[config.mk]
export PLATFORM = sky130hd
export DESIGN_NAME = stump_control
export DESIGN_NICKNAME = d
export VERILOG_FILES = /design/src/rtl/stump_control_pkg.sv /design/src/rtl/stump_control_cond_eval.sv /design/src/rtl/stump_control.sv
export SDC_FILE = /design/constraint.sdc
export NUM_CORES = 1
export LEC_CHECK = 0
export CAP_MARGIN = 20
export CORE_MARGIN = 2
export CORE_UTILIZATION = 45
export DETAILED_ROUTE_END_ITERATION = 7
export DONT_BUFFER_PORTS = 1
export PLACE_DENSITY = 0.59
export SLEW_MARGIN = 5
export SYNTH_ARGS = -nofsm -noshare
export SYNTH_HDL_FRONTEND = slang
export SYNTH_SLANG_ARGS = --single-unit
[constraint.sdc]
create_clock -name clk -period 3.7 [get_ports clk]
set_clock_uncertainty 0.1 [all_clocks]
set_input_delay 0.37 -clock clk [delete_from_list [all_inputs] [get_ports clk]]
set_output_delay 0.37 -clock clk [all_outputs]
set_load 0.05 [all_outputs]
[src/rtl/stump_control_pkg.sv]
// Shared Stump definitions: opcodes, control states, condition codes,
// operand-B source codes and the instruction-register field layout.
package stump_control_pkg;

  typedef enum logic [2:0] {
    OP_ADD  = 3'b000,
    OP_ADC  = 3'b001,
    OP_SUB  = 3'b010,
    OP_SBC  = 3'b011,
    OP_AND  = 3'b100,
    OP_OR   = 3'b101,
    OP_LDST = 3'b110,
    OP_BCC  = 3'b111
  } op_t;

  typedef enum logic [1:0] {
    ST_FETCH   = 2'b00,
    ST_EXECUTE = 2'b01,
    ST_MEMORY  = 2'b10
  } state_t;

  typedef enum logic [3:0] {
    COND_AL = 4'd0,  COND_NV = 4'd1,
    COND_HI = 4'd2,  COND_LS = 4'd3,
    COND_CC = 4'd4,  COND_CS = 4'd5,
    COND_NE = 4'd6,  COND_EQ = 4'd7,
    COND_VC = 4'd8,  COND_VS = 4'd9,
    COND_PL = 4'd10, COND_MI = 4'd11,
    COND_GE = 4'd12, COND_LT = 4'd13,
    COND_GT = 4'd14, COND_LE = 4'd15
  } cond_t;

  typedef enum logic [1:0] {
    OPB_REG  = 2'b00,
    OPB_IMM5 = 2'b01,
    OPB_IMM8 = 2'b10,
    OPB_ONE  = 2'b11
  } opb_sel_t;

  // Field view of the 16-bit instruction; cond overlays {s, dest}.
  typedef struct packed {
    op_t        op;
    logic       imm;
    logic       s;
    logic [2:0] dest;
    logic [2:0] a;
    logic [2:0] b;
    logic [1:0] shift;
  } ir_fields_t;

  function automatic logic is_alu_op(input op_t op);
    return (op != OP_LDST) && (op != OP_BCC);
  endfunction

endpackage

[src/rtl/stump_control_cond_eval.sv]
// Branch condition evaluator: decides whether Bcc is taken from the
// 4-bit condition field and the current {N,Z,V,C} flags.
module stump_cond_eval
  import stump_control_pkg::*;
(
  input  logic [3:0] cond,
  input  logic [3:0] cc,
  output logic       taken
);

  logic n, z, v, c;
  assign {n, z, v, c} = cc;

  // NOTE: combinational blocks assign every output first so no path leaves it unassigned, which would infer a latch.
  always_comb begin
    taken = 1'b0;
    case (cond_t'(cond))
      COND_AL: taken = 1'b1;
      COND_NV: taken = 1'b0;
      COND_HI: taken = c & ~z;
      COND_LS: taken = ~c | z;
      COND_CC: taken = ~c;
      COND_CS: taken = c;
      COND_NE: taken = ~z;
      COND_EQ: taken = z;
      COND_VC: taken = ~v;
      COND_VS: taken = v;
      COND_PL: taken = ~n;
      COND_MI: taken = n;
      COND_GE: taken = (n == v);
      COND_LT: taken = (n != v);
      COND_GT: taken = ~z & (n == v);
      COND_LE: taken = z | (n != v);
      default: taken = 1'b0;
    endcase
  end

endmodule

[src/rtl/stump_control.sv]
// Stump multi-cycle control unit: sequences FETCH/EXECUTE/MEMORY from the
// IR, drives datapath strobes and owns the condition-code register.
module stump_control
  import stump_control_pkg::*;
#(
  parameter logic [2:0] PC_REG   = 3'd7,
  parameter logic [3:0] CC_RESET = 4'b0000
) (
  input  logic        clk,
  input  logic        rst,
  input  logic [15:0] ir,
  input  logic [3:0]  flags_in,
  output logic [1:0]  state,
  output logic        fetch,
  output logic        ir_en,
  output logic        reg_write,
  output logic [2:0]  dest,
  output logic [2:0]  srcA,
  output logic [2:0]  srcB,
  output logic [1:0]  opb_sel,
  output logic [1:0]  shift_op,
  output logic [2:0]  alu_func,
  output logic        c_in,
  output logic [3:0]  cc,
  output logic        addr_en,
  output logic        mem_ren,
  output logic        mem_wen,
  output logic        wdata_sel
);

  state_t     state_q, state_d;
  logic [3:0] cc_q;
  ir_fields_t f;
  logic       taken;

  assign f     = ir_fields_t'(ir);
  assign state = state_q;
  assign cc    = cc_q;

  stump_cond_eval u_cond_eval (
    .cond  ({f.s, f.dest}),
    .cc    (cc_q),
    .taken (taken)
  );

  // NOTE: registers use non-blocking assignment so every flop samples pre-edge values, independent of block order.
  always_ff @(posedge clk or negedge rst) begin
    if (!rst) state_q <= ST_FETCH;
    else      state_q <= state_d;
  end

  // Flags are only committed by an S-suffixed ALU op completing EXECUTE.
  always_ff @(posedge clk or negedge rst) begin
    if (!rst) begin
      cc_q <= CC_RESET;
    end else if (state_q == ST_EXECUTE && is_alu_op(f.op) && f.s) begin
      cc_q <= flags_in;
    end
  end

  always_comb begin
    state_d   = ST_FETCH;
    fetch     = 1'b0;
    ir_en     = 1'b0;
    reg_write = 1'b0;
    dest      = f.dest;
    srcA      = f.a;
    srcB      = f.b;
    opb_sel   = OPB_REG;
    shift_op  = 2'b00;
    alu_func  = OP_ADD;
    c_in      = 1'b0;
    addr_en   = 1'b0;
    mem_ren   = 1'b0;
    mem_wen   = 1'b0;
    wdata_sel = 1'b0;

    case (state_q)
      ST_FETCH: begin
        // PC <= PC + 1 while the instruction is read.
        fetch     = 1'b1;
        ir_en     = 1'b1;
        srcA      = PC_REG;
        opb_sel   = OPB_ONE;
        reg_write = 1'b1;
        dest      = PC_REG;
        state_d   = ST_EXECUTE;
      end

      ST_EXECUTE: begin
        opb_sel  = f.imm ? OPB_IMM5 : OPB_REG;
        shift_op = f.imm ? 2'b00 : f.shift;
        c_in     = ((f.op == OP_ADC) || (f.op == OP_SBC)) && cc_q[0];
        case (f.op)
          OP_LDST: begin
            addr_en = 1'b1;
            state_d = ST_MEMORY;
          end
          OP_BCC: begin
            srcA      = PC_REG;
            opb_sel   = OPB_IMM8;
            shift_op  = 2'b00;
            dest      = PC_REG;
            reg_write = taken;
          end
          default: begin
            alu_func  = f.op;
            reg_write = 1'b1;
          end
        endcase
      end

      ST_MEMORY: begin
        if (f.s) begin
          mem_wen = 1'b1;
          srcB    = f.dest;
        end else begin
          mem_ren   = 1'b1;
          reg_write = 1'b1;
          wdata_sel = 1'b1;
        end
      end

      default: state_d = ST_FETCH;
    endcase

    // Reset must suppress every state-changing strobe immediately.
    if (!rst) begin
      ir_en     = 1'b0;
      reg_write = 1'b0;
      addr_en   = 1'b0;
      mem_ren   = 1'b0;
      mem_wen   = 1'b0;
    end
  end

endmodule

### Word-level counts from Yosys, hierarchy flattened

Index checks and enable logic that the tools add are counted.

* register bits after elaboration: 6
* input bits: 22
* output and inout port bits: 30
* word-level logic and storage cells: 75

* equality and inequality tests: 25
* muxes and demuxes: 32
* bitwise operators: 8
* reduce and logical (&&, ||, !) cells: 8

Operator list (number)
* 4-bit == test, second input constant: 8
* 3-bit 2-to-1 mux: 6
* 4-bit by 3-bit == test with 1-bit output, second input constant: 4
* 1-bit case mux with 16 select lines: 1
* 1-bit 2-to-1 mux: 14
* 3-bit case mux with 2 select lines: 2
* 2-bit 2-to-1 mux: 5
* 4-bit by 2-bit == test with 1-bit output, second input constant: 2
* 2-bit case mux with 2 select lines: 2
* 3-bit == test, second input constant: 2
* 3-bit inequality test, second input constant: 2
* 4-bit by 1-bit == test with 1-bit output, second input constant: 1
* 1-bit logical AND: 4
* 4-bit zero test: 1
* 1-bit inverter: 4
* 3-bit by 1-bit == test with 1-bit output, second input constant: 1
* 3-bit by 2-bit == test with 1-bit output, second input constant: 1
* 1-bit case mux with 3 select lines: 1
* 1-bit AND: 2
* 2-bit by 1-bit == test with 1-bit output, second input constant: 1
* 2-bit == test, second input constant: 1
* 2-bit zero test: 1
* 1-bit OR: 2
* 1-bit case mux with 2 select lines: 1
* 4 further kinds: 4

### Logic depth before layout (Yosys ltp)

* depth in word-level cells: 6
* gate-level depth with buffers: 5
* depth with buffers taken out: 4

### Hierarchy

Synthesis repeated with hierarchy kept, for this count alone.

* cells, all modules: 75
* area, all modules: 629.4 um^2

Modules (own cells, without submodules)
* stump_control: instances 1, cells an instance 49, area an instance 431.7 um^2, seq. area each 150.1 um^2
* stump_cond_eval: instances 1, cells an instance 26, area an instance 197.7 um^2, seq. area each 0.0 um^2

### Worst setup path before layout

No wires, ideal clock.

* path kind: register to output
* start: register state_q[0], in the netlist state[0]
* end: output alu_func[2]
* arrival: 2.133 ns
* data required time: 3.230 ns
* slack: 1.097 ns
* stages on the path, launching flop included: 3
* path buffers: 0
* path through: dfrtp_1 nand2b_1 nor3b_1

* cells in the longest elaborated chain, start to end: 2

RTL lines
* from (decl): line stump_control.sv:31 `state_t state_q, state_d;`
* from (signal assigned): line stump_control.sv:49 `else state_q <= state_d;`
* 2-bit by 1-bit == test with 1-bit output: line stump_control.sv:78 `case (state_q)`
* 3-bit 2-to-1 mux: line stump_control.sv:78
* to (decl): line stump_control.sv:22 `output logic [2:0] alu_func,`

Every way passes these cells.

### Final worst setup path

Same ends and word-level chain as after synthesis.

==> qor.txt <==
Synth cell types = 31
CTS tree = done
Starting Density = 48.1%
Area grow syn2layout = 10.9%
Worst Min Path Start = ir[13]
CTS resizes = 0
Clock buffer count from CTS = 3
DRT Pass-1 Iters = 2
Total routed wirelength = 1380 µm
CP endpoint kind = primary output
Die Ht = 41.1 µm
Clock sinks = 6
First-pass GRT wire length = 1830 µm
Clock Pin Slew Worst Setup and Hold Paths = 40 ps
Max-cap violations = 0
P_sw = 442 µW
Syn Nets = 97
Hold slack = 112 ps
# IOs = 52
Total power = 675 µW
Max-slew headroom = 31.9%
Yosys synthesis warning count = 0
Worst Path Buf+Inv = 0
Largest fanout on the critical path = 8
Final worst path period share = 68.7%
EDFF count, synth = 0
Nets = 104
Die Width = 41.1 µm
Max VDD drop = 0.525 mV
CP endpoint = alu_func[2]
Tmin final = 2540 ps
Final setup viols = 0
GP Congestion = 0.739
Vias in the first global route = 437
Seq/Total Area, Yosys = 24.3%
Setup crit start = state[0]$_DFF_PN0_
Via density = 5.95
Power Internal = 232 µW
Switching Fraction = 65.6%
Iteration-0 DRC Markers = 7
DR DRC count = 0
Grt total ovfl = 0
Antenna viol nets, final = 0
Placement row count = 13
Setup TNS after final layout = 0 ps
WP data required = 3230 ps
Final hold violations = 0
Worst-Skew Late Latency = 240 ps
Startpoint Class = flop
R2r worst-path depth = 4
Vias = 565
Hold-fix buffers, CTS = 1
Reg-to-reg slack, setup = 1710 ps
Largest net degree at the start of global routing = 13
Overall routing resource usage = 17.7%
I/O Buffers = 0
Hold Crit Class = primary input to flop
Main flop type after synthesis = dfrtp_1
Syn avg cell area = 8.24 µm²
Post-CTS Setup Repair Bufs = 0
Clock Path Buffers = 2
Drt wl/cell = 14.5 µm
Critical Path AT = 2070 ps
Worst R2R End = cc[3]$_DFFE_PN0P_
Synth Register Bits = 6
Worst-path cell chain = nand2b_1 -> nor3b_2
Achievable clock frequency = 393 MHz
Worst-Margin Slew = 1030 ps
Flop pwr share = 37.1%
Async set-or-reset flop fraction in the synthesized netlist = 100%
CP peak stage delay = 770 ps
Root buf cell = clkbuf_4
Max-slew violations = 0
Synth Cell Area = 618 µm²
Kind of critical path = flop to primary output
Commonest non-fill, non-tap cells in the layout = or2_2, mux2_2, nand2_1, and2_1, dfrtp_1
Htree depth = 1
Slowest-stage cell, CP = nor3b_2
P per Cell Area = 984 mW/mm²
Clk pwr share = 8.5%
Antenna violations before repair = 0
RSZ-0062 raised after global routing = no
Comb power frac = 54.4%
Delay-heaviest family, CP = simple AND/OR/NAND/NOR gates
Status = completed
ANT cells = 0
Detail Placement HPWL = 1050 µm
Filler instances = 142
Die footprint = 0.00169 mm²
Core ar. = 0.00128 mm²
Leak = 0.292 nW
FF-to-FF Start = state[0]$_DFF_PN0_
WP depth = 2
Gate Count Post-Synth = 75
Layout cells sized above 1 = 31.3%
## power by group through the flow
stage / sequential, mW / clock [mW] / combinational, mW
global route: 0.258 / 0.0632 / 0.395
finish: 0.250 / 0.0575 / 0.367
detailed placement: 0.251 / 0 / 0.368
floorplan: 0.237 / 0 / 0.329
CTS: 0.249 / 0.0618 / 0.370
global placement: 0.250 / 0 / 0.364
## synthesized netlist by cell type, types with 2 or more instances
| master | instances | share of area, % |
|---|---|---|
| a21oi_1 | 4 | 3.2 |
| and2_1 | 6 | 6.1 |
| and3_1 | 2 | 2.0 |
| dfrtp_1 | 6 | 24 |
| mux2_2 | 7 | 13 |
| nand2_1 | 6 | 3.6 |
| nand3_1 | 3 | 2.4 |
| nor2_1 | 3 | 1.8 |
| nor2b_1 | 3 | 3.0 |
| nor3_1 | 3 | 2.4 |
| nor3b_1 | 3 | 3.6 |
| o21ai_0 | 2 | 1.6 |
| or2_2 | 7 | 7.1 |
| xor2_1 | 3 | 4.3 |
## how the worst min path moves through the flow
| stage | endpoint | slack (ps) | cells past startpoint |
|---|---|---|---|
| 2_1_floorplan | cc[0]$_DFFE_PN0P_ | -30 | 0 |
| 3_3_place_gp | cc[2]$_DFFE_PN0P_ | -30 | 0 |
| 3_5_place_dp | cc[3]$_DFFE_PN0P_ | -30 | 0 |
| 4_1_cts | state[1]$_DFF_PN0_ | 100 | 1 |
| 5_1_grt | state[1]$_DFF_PN0_ | 110 | 1 |
| 6_report | state[1]$_DFF_PN0_ | 110 | 1 |
## routing by layer
layer,part of all wire [%],vias to the layer above,GRT usage (%)
li1,-,280,-
met1,44,246,19.2
met2,43,35,27.3
met3,9.5,4,4.35
met4,2.5,0,17.5
met5,0,-,0
## layout make-up
type                    count  area [µm²]  area share, %
inverters                   1        3.75          0.547
well taps                  15        18.8           2.74
repair buffers              5        40.0           5.84
flip-flops and latches      6         150           21.9
clock buffers               3        22.5           3.28
multi-input cells          65         450           65.7
## cell families after synthesis
logic type | share of synthesized area (%)
xor gates and xnor gates | 4.25
buffers and inverters | 4.45
AOI/OAI and AO/OA | 14.4
and+or+nand+nor | 38.3
muxes | 14.4
DFF | 24.3
## sequential cells by signal, summed over array words and instances, names as in the netlist
name,flops
state,2
cc,4
## metrics by stage
step | area (µm²) | utilization (%) | setup WS, ps | instances
after floorplan | 618 | - | 1100 | 75
after global routing | 686 | 53.4 | 954 | 95
after CTS | 686 | 53.4 | 1160 | 95
after global placement | 653 | 50.8 | 1470 | 91
final | 686 | 53.4 | 1160 | 95
after detailed placement | 653 | 50.8 | 1430 | 91
## worst register-to-register path, cell delays in order (launching register included)
cell and delay (ps):
dfrtp_1 760, nand2b_1 300, a21oi_1 250, nand2_1 160
mux2_2 300
Note: power is estimated with default switching activity, not from simulation.
